`config.mk`:
```
export PLATFORM = sky130hd
export DESIGN_NAME = mult_wb_buffer
export DESIGN_NICKNAME = d
export VERILOG_FILES = /design/src/rtl/mult_wb_buffer.sv
export SDC_FILE = /design/constraint.sdc
export NUM_CORES = 1
export LEC_CHECK = 0
export CAP_MARGIN = 10
export CORE_MARGIN = 3
export CORE_UTILIZATION = 40
export DETAILED_ROUTE_END_ITERATION = 6
export MAX_ROUTING_LAYER = met4
export PLACE_DENSITY = 0.72
export SLEW_MARGIN = 30
export SYNTH_ARGS = -nofsm -noshare
export SYNTH_HDL_FRONTEND = slang
export SYNTH_SLANG_ARGS = --single-unit
```
`constraint.sdc`:
```
create_clock -name clk_i -period 3.9 [get_ports clk_i]
set_input_delay 0.585 -clock clk_i [delete_from_list [all_inputs] [get_ports clk_i]]
set_output_delay 0.585 -clock clk_i [all_outputs]
set_load 0.005 [all_outputs]
```
`src/rtl/mult_wb_buffer.sv`:
```
// mult_wb_buffer: result buffer between the mult/div unit and writeback.
// The unit cannot be back-pressured, so every result is captured in a small
// circular FIFO and offered to writeback through a valid/ready port. stall_o
// warns issue early enough that results still in flight always find a slot.
// Optional macro MULT_WB_BYPASS_EN: when the FIFO is empty and writeback is
// ready, forward the incoming result combinationally (latency 0, not stored).
//
// Writeback handshake: wb_valid_o says the head entry is presented on wb_*;
// a transfer happens on a clock edge where wb_valid_o and wb_ready_i are both
// high and flush_i is low. While wb_valid_o is high and wb_ready_i is low the
// wb_* data stays stable. Under flush_i the handshake is ignored.
module mult_wb_buffer #(
    parameter int XLEN          = 64,
    parameter int TRANS_ID_BITS = 3,
    parameter int THREAD_NUM    = 2,
    parameter int DEPTH         = 4,
    parameter int INFLIGHT      = 2,
    localparam int TW = (THREAD_NUM > 1) ? $clog2(THREAD_NUM) : 1,
    localparam int PW = $clog2(DEPTH),
    localparam int CW = PW + 1
) (
    input  logic                     clk_i,
    input  logic                     rst_i,
    input  logic                     flush_i,
    input  logic                     in_valid_i,
    input  logic [XLEN-1:0]          in_result_i,
    input  logic [TRANS_ID_BITS-1:0] in_trans_id_i,
    input  logic [TW-1:0]            in_thread_id_i,
    output logic                     stall_o,
    output logic                     wb_valid_o,
    input  logic                     wb_ready_i,
    output logic [XLEN-1:0]          wb_result_o,
    output logic [TRANS_ID_BITS-1:0] wb_trans_id_o,
    output logic [TW-1:0]            wb_thread_id_o,
    output logic [CW-1:0]            count_o,
    output logic                     overflow_o
);

    // Storage: one slot per entry, three parallel arrays indexed by pointer.
    logic [XLEN-1:0]          res_mem [DEPTH];
    logic [TRANS_ID_BITS-1:0] tid_mem [DEPTH];
    logic [TW-1:0]            thr_mem [DEPTH];

    logic [PW-1:0] rd_ptr_q;
    logic [PW-1:0] wr_ptr_q;
    logic [CW-1:0] count_q;
    logic          overflow_q;

    logic empty;
    logic full;
    logic fifo_pop;
    logic push;
    logic drop;
    logic bypass;

    // Push/pop/drop decisions; flush suppresses all of them.
    always_comb begin
        empty    = (count_q == '0);
        full     = (count_q == CW'(DEPTH));
        fifo_pop = !empty && wb_ready_i && !flush_i;
`ifdef MULT_WB_BYPASS_EN
        bypass   = empty && in_valid_i && wb_ready_i && !flush_i;
`else
        bypass   = 1'b0;
`endif
        // A full FIFO still accepts when the head leaves in the same cycle.
        push     = in_valid_i && !flush_i && !bypass && (!full || fifo_pop);
        drop     = in_valid_i && !flush_i && full && !fifo_pop;
    end

    // Writeback port: head entry when non-empty, zeros (or forwarded input) when empty.
    always_comb begin
        wb_valid_o     = !empty;
        wb_result_o    = '0;
        wb_trans_id_o  = '0;
        wb_thread_id_o = '0;
        if (!empty) begin
            wb_result_o    = res_mem[rd_ptr_q];
            wb_trans_id_o  = tid_mem[rd_ptr_q];
            wb_thread_id_o = thr_mem[rd_ptr_q];
        end
`ifdef MULT_WB_BYPASS_EN
        else if (in_valid_i) begin
            wb_valid_o     = 1'b1;
            wb_result_o    = in_result_i;
            wb_trans_id_o  = in_trans_id_i;
            wb_thread_id_o = in_thread_id_i;
        end
`endif
    end

    // Status outputs come straight from registered state.
    always_comb begin
        stall_o    = (count_q >= CW'(DEPTH - INFLIGHT));
        count_o    = count_q;
        overflow_o = overflow_q;
    end

    // Pointer, occupancy and sticky overflow registers.
    always_ff @(posedge clk_i) begin
        if (rst_i) begin
            rd_ptr_q   <= '0;
            wr_ptr_q   <= '0;
            count_q    <= '0;
            overflow_q <= 1'b0;
        end else begin
            if (drop) begin
                overflow_q <= 1'b1;
            end
            if (flush_i) begin
                rd_ptr_q <= '0;
                wr_ptr_q <= '0;
                count_q  <= '0;
            end else begin
                if (push) begin
                    wr_ptr_q <= wr_ptr_q + PW'(1);
                end
                if (fifo_pop) begin
                    rd_ptr_q <= rd_ptr_q + PW'(1);
                end
                count_q <= count_q + CW'(push) - CW'(fifo_pop);
            end
        end
    end

    // Entry write at the tail; contents need no reset since count gates reads.
    always_ff @(posedge clk_i) begin
        if (push) begin
            res_mem[wr_ptr_q] <= in_result_i;
            tid_mem[wr_ptr_q] <= in_trans_id_i;
            thr_mem[wr_ptr_q] <= in_thread_id_i;
        end
    end

endmodule

```
; ---- Yosys cells after proc, flatten, opt, wreduce, memory -nomap -nowiden
; Memories as Yosys holds them, arrays and structs flattened. A register that Yosys moved wholly into a read port is not among the register bits.
; Index checks and enable logic that the tools add are counted.
[word_totals]
in_bits = 73
latchBits = 0
romBits = 0
out_inout_bits = 74
wordCells = 37
mem_bits_rw = 272
memories = 3
reg_bits = 8
[memory_table]
columns = memory, words, width, rd, rd_ports_with_merged_regs, write_ports, line_no
row1 = res_mem, 4, 64, 1, 1, 1, 40  ; logic [XLEN-1:0] res_mem [DEPTH];
row2 = tid_mem, 4, 3, 1, 1, 1, 41  ; logic [TRANS_ID_BITS-1:0] tid_mem [DEPTH];
row3 = thr_mem, 4, 1, 1, 1, 1, 42  ; logic [TW-1:0] thr_mem [DEPTH];
[op_classes]
muxes = 11
bitwise_logic = 0
shifts = 0
eq_ne = 1
n_reduce_logical = 13
div_mod_pow = 0
magnitude_cmp = 1
multipliers = 0
n_addsub = 4
[op_table]
columns = operator, count
row1 = $mux 64, 1
row2 = $mux 2, 6
row3 = $logic_and 1x1->1, 6
row4 = $add 2x1->2 const B, 2
row5 = $logic_not 1->1, 4
row6 = $add 3x1->3, 1
row7 = $eq 3x3->1 const B, 1
row8 = $ge 3x2->1 const B, 1
row9 = $logic_not 3->1, 1
row10 = $mux 1, 3
row11 = $mux 3, 1
row12 = $sub 3x1->3, 1
row13 = $reduce_or 2->1, 1
row14 = $logic_or 1x1->1, 1

; ---- Longest topological paths before layout
; Gate-level depths: netlist of the first run.
[logic_depth]
ltp_word = 8
ltp_mapped = 11
ltp_nobuf = 10

; ---- Worst setup path after synthesis of the first run
; No wires, ideal clock.
[synth_path]
kind = input port to flip-flop
from = in flush_i
to = mem res_mem[0][0] (enable)
path_stages = 3
required_time_ps = 3466
path_slack_ps = 751
arrival_ps = 2715
path_buffers = 1
cell_sequence = clkbuf_1 -> nor2b_1 -> and3_1
[synth_via]
elab_chain_len = 6
[synth_lines]
columns = element, line_no
row1 = from (decl), 24  ; input logic flush_i,
row2 = $logic_not 1->1 (*), "60, 67"
row3 = $logic_and 1x1->1, 60  ; fifo_pop = !empty && wb_ready_i && !flush_i;
row4 = $logic_or 1x1->1, 67  ; push = in_valid_i && !flush_i && !bypass && (!full || fifo_pop);
row5 = $logic_and 1x1->1 (*), 67
row6 = $mux 1 (*), 128  ; if (push) begin
row7 = $mux 1 (implied by the code) (*), 129  ; res_mem[wr_ptr_q] <= in_result_i;
row8 = to (decl), 40
; Mark *: on every way between the ends. The rest lies on a longest branch, timed or not.

==> results.sh, run 1 <==
export IMPL_critical_path_cell_chain="buf_4, mux4_2, and2_1, clkdlybuf4s50_1"
export IMPL_drt_wl_total_um=21390
export IMPL_cts_sinks=282
export IMPL_ff_latch_area_mm2=0.008376
export IMPL_grt_max_degree=70
export IMPL_final_hold_viol_count=0
export IMPL_grt_ovfl_total=0
export IMPL_grt_antenna_before_repair=1
export IMPL_grt_first_pass_wirelength_um=33140
export IMPL_worst_setup_hold_path_clk_slew_ns=0.06
export IMPL_root_buffer="clkbuf_16"
export IMPL_yosys_warns=0
export IMPL_post_synth_most_frequent_cells="272 x edfxtp_1, 69 x and2_1, 68 x mux4_2, 13 x clkbuf_1, 10 x dfxtp_1"
export IMPL_grt_pass1_vias=5838
export IMPL_synth_top_area_share_pct=75.52
export IMPL_period_share_pct=84.76
export IMPL_setup_viol_count_final=0
export IMPL_critical_path_required_ns=3.31
export IMPL_ratio_of_cells_with_drive_above_1_in_the_final_layout_pct=18.84
export IMPL_synth_seq_area_share_pct=77.37
export IMPL_worst_slew_pin_slew_ns=0.9321
export IMPL_htree_num_levels=1
export IMPL_ctsHoldBuffers=0
export IMPL_grtUsageTotal_pct=15.13
export IMPL_dp_final_hpwl_um=13000
export IMPL_timing_worst_setup_path_type="reg -> out"
export IMPL_max_vdd_ir_drop_mv=0.4158
export IMPL_multi_input_comb_area_mm2=0.002286
export IMPL_critical_path_max_stage_delay_ns=0.96
export IMPL_clock_tree_from_tritoncts="done"
export IMPL_synth_main_ff_cell="edfxtp_1"
export IMPL_leakage_nw=4.286
export IMPL_detail_route_drc_violations=0
export IMPL_tns_ns=0
export IMPL_number_of_instances_in_the_synthesized_netlist=490
export IMPL_std_cell_core_area_mm2=0.02628
export IMPL_std_cell_rows=59
export IMPL_antenna_left=0
export IMPL_place_gp_congestion=0.8544
export IMPL_avgSynthCellArea_um2=22.07
export IMPL_synth_async_sr_flop_share_pct=0
export IMPL_timing_max_cap_violations=0
export IMPL_die_height_um=170.4
export IMPL_netlist_top_cell_by_area="edfxtp_1"
export IMPL_rsz_0062_raised_after_global_routing="false"
export IMPL_drt_iter0_drc=421
export IMPL_crit_slowest_cell="dfxtp_4"
export IMPL_portBuffers=146
export IMPL_result_of_the_run="finished, final reports clean"
export IMPL_finalMaxSlewViolations=0
export IMPL_start_kind="flip-flop"
export IMPL_dr_total_vias=5270
export IMPL_fin_skew_ns=0.007416
export IMPL_final_net_count=736
export IMPL_num_io_pins=147
export IMPL_netlist_area_before_placement_mm2=0.01082
export IMPL_fill_cells=2060
export IMPL_route_detailed_vias_per_inst=5.213
export IMPL_critPathMaxFanout=60
export IMPL_cellPowerDensity_mw_per_mm2=462.4
export IMPL_maxClockFrequency_mhz=302.5
export IMPL_critical_path_arrival_ns=2.72
export IMPL_finalPower_mw=6.297
export IMPL_min_delay_path_class="reg -> reg"
export IMPL_die_area_mm2=0.02905
export IMPL_maximum_count_of_clock_buffers_along_a_single_path=3
export IMPL_firstDrtPassIters=4
export IMPL_cp_top_family="flip-flops"
export IMPL_area_growth_pct=25.93
export IMPL_tritoncts_buffer_count=29
export IMPL_layout_min_cycle_time_ns=3.306
export IMPL_synth_seq_cells=282
export IMPL_start_util_pct=41.15
export IMPL_synth_cell_types=29
export IMPL_syn_num_nets=571
export IMPL_worstSkewPairLatency_ns=0.52
export IMPL_cts_resized=0
export IMPL_headroom_to_the_max_slew_limit_pct=37.86
export IMPL_fp_dieW_um=170.4
export IMPL_post_synth_top_count_cell="edfxtp_1"
export IMPL_synth_edff_count=272
export IMPL_cts_post_setup_buffers_inserted=0
export IMPL_ys_top_cells_by_area="edfxtp_1 76%, mux4_2 14%, and2_1 4.0%"
export IMPL_timing_critical_path_buf_inv=2
export IMPL_kind_of_capture_point_of_the_worst_setup_path="primary output"
export IMPL_drt_wirelength_per_cell_um=21.16
[path summary, 6_finish.rpt]
check | start | endpoint | slack (ns) | depth (start not counted)
hold / removal | overflow_o | overflow_o | 0.50 | 2
setup / recovery | flip-flop | wb_result_o[26] | 0.59 | 4
hold reg to reg | overflow_o | overflow_o | 0.50 | 2
setup reg to reg | count_o[2] | count_o[2] | 1.55 | 10
[power breakdown]
group	switching [mW]	total [mW]	internal [mW]
combinational	0.133	0.316	0.183
sequential	0.0142	3.38	3.37
clock	1.05	2.60	1.55
[metal layers]
layer	up-vias	GRT usage (%)	part of all wire, %
met5	-	-	0
met1	2740	19.09	41
met3	38	3.438	6.6
met2	181	25.25	50
met4	0	3.457	2.0
li1	2311	-	-
[worst reg2reg max path: cells and delay by family, from the launching register on]
kind	cells	cell delay [ns]
adders and majority gates	3	0.75
DFF	1	0.46
and+or+nand+nor	3	0.73
xor gates and xnor gates	1	0.13
buffers and inverters	3	0.19
[registers in the layout, indices dropped and copies added, names as in the netlist, named ones only]
signal,count
thr_mem,4
wr_ptr_q,2
rd_ptr_q,2
res_mem,256
tid_mem,12
count_o,3
overflow_o,1
[layout make-up]
cell class | instances | area share, %
clock buffer | 42 | 5.907
multi-input combinational | 176 | 16.78
inverter | 7 | 0.1929
tap | 335 | 3.078
sequential | 282 | 61.50
timing repair buffer | 159 | 11.81
clock inverter | 8 | 0.6890
antenna | 2 | 0.03675
[cells by family after synthesis]
logic type	Yosys count	share of synthesized area, %
simple gates	90	5.079
mux	68	14.16
buf+inv	32	1.724
compound gates	7	0.4280
flops	282	77.37
fa+ha+maj	8	0.9949
xor+xnor	3	0.2430
[metrics by stage]
step	worst slack [ns]	utilization (%)	hold slack (ns)	std cells	cell area [um2]
2_1_floorplan	0.7514	-	0.4604	490	10820
3_3_place_gp	0.9475	48.37	0.4790	959	12710
3_5_place_dp	0.8949	48.39	0.4808	959	12720
4_1_cts	0.4930	51.80	0.5000	1009	13610
5_1_grt	0.4198	51.81	0.5072	1010	13620
6_report	0.5944	51.82	0.5024	1011	13620
[placed cells by master, fill, tap and decap left out, types with 3 or more instances in the layout]
| cell type | netlist | routed |
|---|---|---|
| ha_1 | 7 | 7 |
| and3_4 | 0 | 4 |
| clkbuf_1 | 13 | 10 |
| inv_1 | 7 | 7 |
| buf_12 | 3 | 4 |
| nor2_1 | 4 | 4 |
| clkbuf_16 | 0 | 29 |
| dfxtp_1 | 10 | 8 |
| buf_4 | 0 | 9 |
| edfxtp_1 | 272 | 272 |
| clkdlybuf4s50_1 | 0 | 146 |
| mux4_2 | 68 | 68 |
| nor3_1 | 5 | 5 |
| clkbuf_8 | 0 | 3 |
| and2_1 | 69 | 69 |
(Power assumes the default switching activity.)
==> inputs of run 2 (changes only) <==
- clock period: 3.9 -> 3.3 ns (I/O delays scaled with it)
==> results.sh, run 2 (synthesis gave the netlist of run 1 again) <==
export IMPL_result_of_the_run="finished, final reports clean"
export IMPL_clock_tree_from_tritoncts="done"
export IMPL_kind_of_capture_point_of_the_worst_setup_path="primary output"
export IMPL_post_route_util_pct=52.10
export IMPL_ratio_of_cells_with_drive_above_1_in_the_final_layout_pct=18.96
export IMPL_ctsHoldBuffers=0
export IMPL_firstDrtPassIters=4
export IMPL_rsz_0062_raised_after_global_routing="false"
export IMPL_pre_cts_ws_ns=0.4626
export IMPL_worst_setup_hold_path_clk_slew_ns=0.06
export IMPL_detail_route_drc_violations=0
export IMPL_hold_path_startpoint="overflow_o"
export IMPL_grt_first_pass_wirelength_um=31550
export IMPL_critical_path_max_stage_delay_ns=0.60
export IMPL_fill_cells=2073
export IMPL_setup_viol_count_final=0
export IMPL_critical_path_cell_chain="buf_4, mux4_2, and2_1, clkdlybuf4s50_1"
export IMPL_netSwitchingPower_mw=1.430
export IMPL_drt_wirelength_per_cell_um=20.07
export IMPL_max_vdd_ir_drop_mv=0.2726
export IMPL_leakage_nw=4.299
export IMPL_largest_registers="res_mem x256, tid_mem x12, thr_mem x4"
export IMPL_ff_latch_area_mm2=0.008376
export IMPL_die_area_mm2=0.02905
export IMPL_portBuffers=146
export IMPL_cts_post_setup_buffers_inserted=0
export IMPL_final_net_count=735
export IMPL_clockPowerShare_pct=40.9
export IMPL_regToRegSetupSlack_ns=0.97
export IMPL_antenna_left=0
export IMPL_min_delay_path_class="reg -> reg"
export IMPL_rr_worst_depth=10
export IMPL_die_height_um=170.4
export IMPL_layout_min_cycle_time_ns=2.998
export IMPL_start_kind="flip-flop"
export IMPL_root_buffer="clkbuf_16"
export IMPL_grt_antenna_before_repair=1
export IMPL_worstHoldEndpoint="overflow_o"
export IMPL_comb_power_share_pct=5.1
export IMPL_crit_slowest_cell="mux4_2"
export IMPL_timing_worst_setup_path_type="reg -> out"
export IMPL_hold_path_depth=2
export IMPL_commonest_non_fill_non_tap_cell_in_the_layout="edfxtp_1"
export IMPL_maxClockFrequency_mhz=333.5
export IMPL_critical_path_arrival_ns=2.50
export IMPL_grt_pass1_vias=5681
export IMPL_fp_dieW_um=170.4
export IMPL_timing_max_cap_violations=0
export IMPL_tns_ns=0
export IMPL_critPathMaxFanout=21
export IMPL_place_gp_congestion=0.8145
export IMPL_regMostFlops="res_mem"
export IMPL_htree_num_levels=1
export IMPL_fin_skew_ns=0.007685
export IMPL_maximum_count_of_clock_buffers_along_a_single_path=3
export IMPL_critical_path_required_ns=2.80
export IMPL_drt_iter0_drc=436
export IMPL_timing_final_ws_setup_ns=0.3018
export IMPL_cts_resized=0
export IMPL_sw_frac_of_total_pct=19.36
export IMPL_finalPower_mw=7.388
export IMPL_final_hold_viol_count=0
export IMPL_route_detailed_vias_per_inst=5.158
export IMPL_worstSkewPairLatency_ns=0.52
export IMPL_dp_final_hpwl_um=12540
export IMPL_std_cell_core_area_mm2=0.02628
export IMPL_finalMaxSlewViolations=0
export IMPL_dr_total_vias=5215
export IMPL_headroom_to_the_max_slew_limit_pct=56.04
export IMPL_cts_sinks=282
export IMPL_regToRegEndpoint="count_o[2]"
export IMPL_drt_wl_total_um=20290
export IMPL_grt_ovfl_total=0
export IMPL_grt_max_degree=70
export IMPL_std_cell_rows=59
export IMPL_largest_reg_flops=256
export IMPL_most_common_layout_cells="272 x edfxtp_1, 146 x clkdlybuf4s50_1, 69 x and2_1"
export IMPL_tritoncts_buffer_count=28
export IMPL_period_share_pct=90.85
export IMPL_grtUsageTotal_pct=14.39
export IMPL_area_growth_pct=26.61
export IMPL_sequentialPowerShare_pct=54.0
export IMPL_worst_slew_pin_slew_ns=0.6595
export IMPL_critical_path_reg2reg_startpoint="count_o[2]"
export IMPL_cellPowerDensity_mw_per_mm2=539.6
export IMPL_multi_input_comb_area_mm2=0.002286
export IMPL_internal_power_mw=5.958
export IMPL_num_io_pins=147
export IMPL_start_util_pct=41.15
run 2: how the worst max path moves through the flow:
| stage | end |
|---|---|
| finish | wb_result_o[32] |
| global route | wb_result_o[40] |
| CTS | wb_result_o[21] |
| detailed placement | count_o[2] |
| global placement | count_o[2] |
| floorplan | res_mem[0][0] |
run 2: per-layer routing:
| layer | track usage (%) | vias up | part of all wire [%] |
|---|---|---|---|
| li1 | - | 2323 | - |
| met1 | 18.17 | 2696 | 41 |
| met2 | 24.21 | 167 | 51 |
| met3 | 3.043 | 29 | 6.4 |
| met4 | 3.245 | 0 | 1.9 |
| met5 | - | - | 0 |
run 2: critical path: cells and delay by family (launching register included):
family                 cells  cell delay (ns)
muxes                      1             0.60
buffers and inverters      2             0.82
and+or+nand+nor            1             0.18
DFF                        1             0.38
run 2: stage by stage:
| stage | hold slack, ns | instance area [um2] | instances |
|---|---|---|---|
| 2_1_floorplan | 0.4604 | 10820 | 490 |
| 3_3_place_gp | 0.4889 | 12800 | 959 |
| 3_5_place_dp | 0.4848 | 12800 | 959 |
| 4_1_cts | 0.5116 | 13690 | 1010 |
| 5_1_grt | 0.5409 | 13690 | 1011 |
| 6_report | 0.5259 | 13690 | 1011 |
run 2: layout make-up:
class                           instances  area share (%)
Inverter                                7          0.1919
Clock buffer                           34           5.437
Timing Repair Buffer                  159           12.39
Antenna cell                            1         0.01827
Multi-Input combinational cell        176           16.69
Tap cell                              335           3.061
Clock inverter                         17           1.042
Sequential cell                       282           61.17
run 2: power groups by stage:
| stage | clock network [mW] | logic, mW | registers (mW) |
|---|---|---|---|
| after floorplan | 0 | 0.136 | 4.07 |
| after global placement | 0 | 0.368 | 4.06 |
| after detailed placement | 0 | 0.380 | 4.07 |
| after CTS | 3.09 | 0.382 | 3.99 |
| after global routing | 3.24 | 0.406 | 3.99 |
| final | 3.02 | 0.373 | 3.99 |
